`config.mk`:
```
export PLATFORM = sky130hd
export DESIGN_NAME = ram_16x8
export DESIGN_NICKNAME = d
export VERILOG_FILES = /design/src/rtl/ram_16x8.sv
export SDC_FILE = /design/constraint.sdc
export NUM_CORES = 1
export LEC_CHECK = 0
export ABC_AREA = 1
export CAP_MARGIN = 20
export CORE_ASPECT_RATIO = 0.75
export CORE_MARGIN = 10
export CORE_UTILIZATION = 63
export CTS_CLUSTER_SIZE = 28
export DETAILED_ROUTE_END_ITERATION = 10
export PLACE_DENSITY = 0.88
export SLEW_MARGIN = 20
export SYNTH_ARGS = -nofsm -noshare
export SYNTH_HDL_FRONTEND = slang
export SYNTH_SLANG_ARGS = --single-unit
export TNS_END_PERCENT = 20
```
`constraint.sdc`:
```
create_clock -name clk -period 6 [get_ports clk]
set_input_delay 1.2 -clock clk [delete_from_list [all_inputs] [get_ports clk]]
set_output_delay 1.2 -clock clk [all_outputs]
set_load 0.01 [all_outputs]
```
`src/rtl/ram_16x8.sv`:
```
// ram_16x8 -- main memory for the 8-bit CPU.
// 16 x 8 word store. It is loaded from the bus and drives the selected word
// onto the bus. In manual mode it is programmed from the front-panel switches
// through a synchronised, debounced write button. After every reset it zeroes
// all locations (busy=1) before it accepts any access.
//
// Ports:
//   clk, rst          clock; asynchronous active-high reset
//   address           word select (from MAR)
//   read_from_bus     store bus_in into mem[address] at the next edge
//   write_to_bus      drive mem[address] onto the bus
//   bus_in            bus value
//   bus_out           mem[address] when bus_drive is high, else 0
//   bus_drive         bus output enable
//   manual_mode       front-panel programming mode
//   manual_write      raw, asynchronous write button
//   manual_data       data switches
//   data_out          mem[address] for the LEDs (0 while busy)
//   busy              self-clear in progress
module ram_16x8 #(
  parameter int WIDTH           = 8,
  parameter int ADDR_BITS       = 4,
  parameter int DEBOUNCE_CYCLES = 4
) (
  input  logic                 clk,
  input  logic                 rst,
  input  logic [ADDR_BITS-1:0] address,
  input  logic                 read_from_bus,
  input  logic                 write_to_bus,
  input  logic [WIDTH-1:0]     bus_in,
  output logic [WIDTH-1:0]     bus_out,
  output logic                 bus_drive,
  input  logic                 manual_mode,
  input  logic                 manual_write,
  input  logic [WIDTH-1:0]     manual_data,
  output logic [WIDTH-1:0]     data_out,
  output logic                 busy
);

  localparam int DEPTH = 2 ** ADDR_BITS;
  localparam int CW    = $clog2(DEBOUNCE_CYCLES + 1);
  localparam logic [CW-1:0]        CNT_MAX  = CW'(DEBOUNCE_CYCLES);
  localparam logic [CW-1:0]        CNT_FIRE = CW'(DEBOUNCE_CYCLES - 1);
  localparam logic [ADDR_BITS-1:0] PTR_LAST = ADDR_BITS'(DEPTH - 1);

  typedef enum logic {CLEAR, IDLE} state_t;

  state_t               state, state_nxt;
  logic [ADDR_BITS-1:0] ptr;
  logic [WIDTH-1:0]     mem [DEPTH];
  logic                 s1, s2;
  logic [CW-1:0]        cnt;
  logic                 man_fire, bus_we, man_we;
  logic [WIDTH-1:0]     rd_word;

  // ---- self-clear FSM ----
  always_ff @(posedge clk or posedge rst)
    if (rst) state <= CLEAR;
    else     state <= state_nxt;

  always_comb begin
    state_nxt = state;
    case (state)
      CLEAR:   if (ptr == PTR_LAST) state_nxt = IDLE;
      IDLE:    state_nxt = IDLE;
      default: state_nxt = CLEAR;
    endcase
  end

  always_ff @(posedge clk or posedge rst)
    if (rst)                ptr <= '0;
    else if (state == CLEAR) ptr <= ptr + 1'b1;

  assign busy = (state == CLEAR);

  // ---- manual button: 2-flop synchroniser + saturating debounce counter ----
  // The counter keeps running regardless of mode/busy so that a press that
  // completes while writes are disallowed is consumed rather than deferred.
  always_ff @(posedge clk or posedge rst)
    if (rst) begin
      s1  <= 1'b0;
      s2  <= 1'b0;
      cnt <= '0;
    end else begin
      s1 <= manual_write;
      s2 <= s1;
      if (!s2)                cnt <= '0;
      else if (cnt != CNT_MAX) cnt <= cnt + 1'b1;
    end

  // Single-cycle strobe on the D-1 -> D transition; saturation stops repeats.
  assign man_fire = s2 && (cnt == CNT_FIRE);

  assign bus_we = read_from_bus && !manual_mode && !busy;
  assign man_we = man_fire && manual_mode && !busy;

  // ---- storage (no reset; zeroed by the CLEAR sweep) ----
  always_ff @(posedge clk)
    if (busy)        mem[ptr]     <= '0;
    else if (bus_we) mem[address] <= bus_in;
    else if (man_we) mem[address] <= manual_data;

  // ---- read side: combinational, returns the pre-edge word ----
  assign rd_word   = mem[address];
  assign bus_drive = write_to_bus && !manual_mode && !busy;
  assign bus_out   = bus_drive ? rd_word : '0;
  assign data_out  = busy ? '0 : rd_word;

endmodule

```
==> flow_summary.rst <==
.. list-table::
   :header-rows: 1

   * - Metric
     - Value
   * - Via count of the routed design
     - 4672
   * - Setup repair after global routing missed its margin
     - false
   * - Number of buffers created by CTS
     - 17
   * - Antenna Cells
     - 0
   * - Total setup buffers inserted after CTS
     - 0
   * - Net count after synthesis
     - 650
   * - All-layer global routing usage
     - 22.2%
   * - Hold-fix buffers at CTS
     - 0
   * - Average routed wire per standard cell
     - 19.2 µm
   * - Mean number of vias per cell
     - 5.75
   * - Switching portion of total power
     - 23.0%
   * - Maximum fanout along the worst path
     - 34
   * - Cell Area, Placed
     - 6760 µm²
   * - Std cell rows
     - 31
   * - Post-DP HPWL
     - 9760 µm
   * - Clock-pin slew on the worst setup and hold paths
     - 60 ps
   * - Syn Area/Cell
     - 10.0 µm²
   * - Clk buf depth
     - 2
   * - Number of unique standard cell types used by synthesis
     - 25
   * - Residual antenna-violating net count after detailed routing
     - 0
   * - Post-layout worst setup margin
     - 1160 ps
   * - Startpoint class of the critical path
     - input pin
   * - Clock root cell
     - clkbuf_16
   * - Cells along the critical path
     - clkdlybuf4s50_1 > buf_4 > inv_1 > buf_4 > nand3_1 > nand3_1 > nand3_1 > a21oi_1 > clkdlybuf4s50_1
   * - Crit path capture type
     - primary output
   * - Status
     - finished clean
   * - Fraction of layout instances using a drive strength above 1
     - 7.64%
   * - Hold Violations, Final
     - 0
   * - Width of the chip
     - 135 µm
   * - Net Switching
     - 518 µW
   * - Period Utilization, post-route
     - 80.7%
   * - FF+latch count, synth
     - 138
   * - Detailed Route Iter0 Violations
     - 775
   * - Post-route clock skew
     - 15.1 ps
   * - Die Area
     - 14300 µm²
   * - Cell type with the largest total area after synthesis
     - edfxtp_1
   * - Arrival time worst endpoint
     - 3640 ps
   * - Most area-consuming cells after synthesis
     - edfxtp_1, nand2_1, nand3_1
   * - Count of buffers inserted at the top-level ports
     - 43
   * - Fmax
     - 207 MHz
   * - Post-Route Utilization
     - 76.1%
   * - Number of warnings printed during yosys synthesis
     - 0
   * - Antenna violations before repair
     - 0
   * - Wirelength, routed
     - 15600 µm
   * - Cell mode on critical path
     - nand3_1
   * - Worst path required time
     - 4800 ps
   * - Part of the total power dissipated in the clock network
     - 43.9%
   * - Most frequent cell after synthesis
     - nand2_1
   * - Net count, final
     - 698
   * - Internal
     - 1.74 mW
   * - Cell area after technology mapping
     - 6210 µm²
   * - Critical path's slowest cell
     - clkdlybuf4s50_1
   * - Top-Level Pins
     - 44
   * - Total clock sinks
     - 138
   * - Final non-filler cell area
     - 7320 µm²
   * - Maximum Capacitance Violations
     - 0
   * - Setup TNS
     - 0 ps
   * - Cell Pwr Density
     - 308 nW/µm²
   * - Area share of the leading cell type in the synthesized netlist
     - 61.9%
   * - Gate power share
     - 8.5%
   * - Crit Path Class
     - in -> out
   * - Resized cells post-CTS
     - 0
   * - Die Span Y
     - 106 µm
   * - Tightest slew margin relative to the limit
     - 32.8%
   * - Leakage power total
     - 3.09 nW
   * - Peak per-stage delay on the critical path
     - 590 ps
   * - Area grow syn2layout
     - 18.0%
   * - DRC errors left
     - 0
   * - Final number of setup-violating endpoints
     - 0
   * - First-pass detailed-route iteration total
     - 6
   * - Area of the placeable core
     - 9620 µm²
   * - Vias in the first global route
     - 4651
   * - Worst setup timing slack at the placement stage
     - 1220 ps
   * - Number of flops mapped to enable cells by yosys
     - 128
   * - Non-filler cells in the finished layout
     - 813
   * - RD Place Congestion
     - 0.862
   * - Max VDD drop
     - 0.226 mV
   * - Part of the Yosys area used for sequential elements
     - 66.0%
   * - Number of H-tree branching levels
     - 4
   * - Synthesized netlist cell count
     - 620
   * - Leftover overflow at the end of global routing
     - 0
   * - Post-placement cell count
     - 781
   * - Total count of max-transition violations in the final report
     - 0
   * - Post-synth ARST share
     - 7.25%
   * - Initial cell density of the core
     - 64.5%
   * - Top post-synthesis cells by count
     - nand2_1, edfxtp_1, inv_1, nand3_1, a21oi_1
   * - Class of the most critical hold timing path
     - reg -> reg
   * - Pin count of the biggest net entering global routing
     - 66
   * - TritonCTS clock tree
     - done
   * - Sequential cell fraction of total power
     - 47.6%
   * - Post-layout minimum cycle time
     - 4840 ps
   * - Wire length of the first global-routing pass
     - 24200 µm
   * - Commonest register cell after synthesis
     - edfxtp_1
   * - Transition time at the pin with the least slew margin
     - 1010 ps
   * - Source-to-sink clock delay at the later pin of the worst-skew pair
     - 430 ps
-- power groups by stage --
stage                     clock network (mW)  registers [mW]  logic, mW
after floorplan                            0            1.09      0.109
after global placement                     0            1.09      0.178
after detailed placement                   0            1.09      0.187
after CTS                              0.988            1.07      0.190
after global routing                    1.03            1.08      0.211
final                                  0.990            1.07      0.193
-- area by class of cell --
class                   instances  area, µm²
flip-flops and latches        138       4090
fillers                       622       2300
multi-input cells             363       1630
repair buffers                 57        531
clock buffers                  17        425
inverters                      91        342
well taps                     132        165
clock inverters                15        134
-- worst max-delay path: cells and delay by family --
kind / cells / cell delay (ps)
compound gates: 1 / 220
simple gates: 3 / 380
buf+inv: 5 / 1820
-- layer usage --
metal / track usage, % / wire length [µm] / vias to the layer above
li1: - / - / 2125
met3: 8.04 / 2090 / 52
met5: 0 / 0 / -
met1: 26.7 / 5790 / 2150
met4: 8.76 / 462 / 0
met2: 35.9 / 7290 / 345
-- sequential cells by signal, indices dropped and copies added, names as in the netlist --
register	cells
s2	1
state	1
mem	128
s1	1
cnt	3
ptr	4
-- stage by stage --
| stage | power (mW) | hold slack, ps |
|---|---|---|
| 3_3_place_gp | 1.27 | 341 |
| 5_1_grt | 2.32 | 372 |
| 4_1_cts | 2.25 | 364 |
| 6_report | 2.26 | 368 |
| 2_1_floorplan | 1.20 | 331 |
| 3_5_place_dp | 1.28 | 356 |
-- layout by cell type, fill, tap and decap left out --
cell type          n
a21oi_1           23
buf_2              1
buf_4             14
bufinv_16          2
clkbuf_16         17
clkdlybuf4s50_1   42
clkinv_1           4
clkinv_2           5
clkinvlp_4         5
dfrtp_1           10
edfxtp_1         128
ha_1               4
inv_1             89
inv_2              1
nand2_1          205
nand2_4            2
nand3_1           89
nand3_2            3
nand4_1            1
nand4_4            1
nor2_1            16
o21ai_0           13
o21ai_1            1
o21ai_2            1
o22ai_1            1
xnor2_1            1
xor2_1             2
-- cell families (layout without fill, tap and decap cells) --
| logic type | after synthesis | count (layout) | synth area share (%) |
|---|---|---|---|
| flip-flops | 138 | 138 | 66.0 |
| XOR/XNOR | 3 | 3 | 0.423 |
| AO/OA/AOI/OAI | 39 | 39 | 3.23 |
| AND/OR/NAND/NOR | 317 | 317 | 21.8 |
| buffers and inverters | 119 | 180 | 7.76 |
| adder cells (fa/ha/maj) | 4 | 4 | 0.806 |
-- path summary, 6_finish.rpt --
path	startpoint	end	slack, ps	depth (start not counted)
min in group asynchronous	rst	ptr[3]	1060	2
max	address[1]	bus_out[7]	1160	9
min reg2reg	s1	s2	370	0
min	s1	s2	370	0
max reg2reg	cnt[0]	mem[9][5]	3210	7
max in group asynchronous	rst	cnt[2]	4670	2
Power figures use the tool's default switching activity.
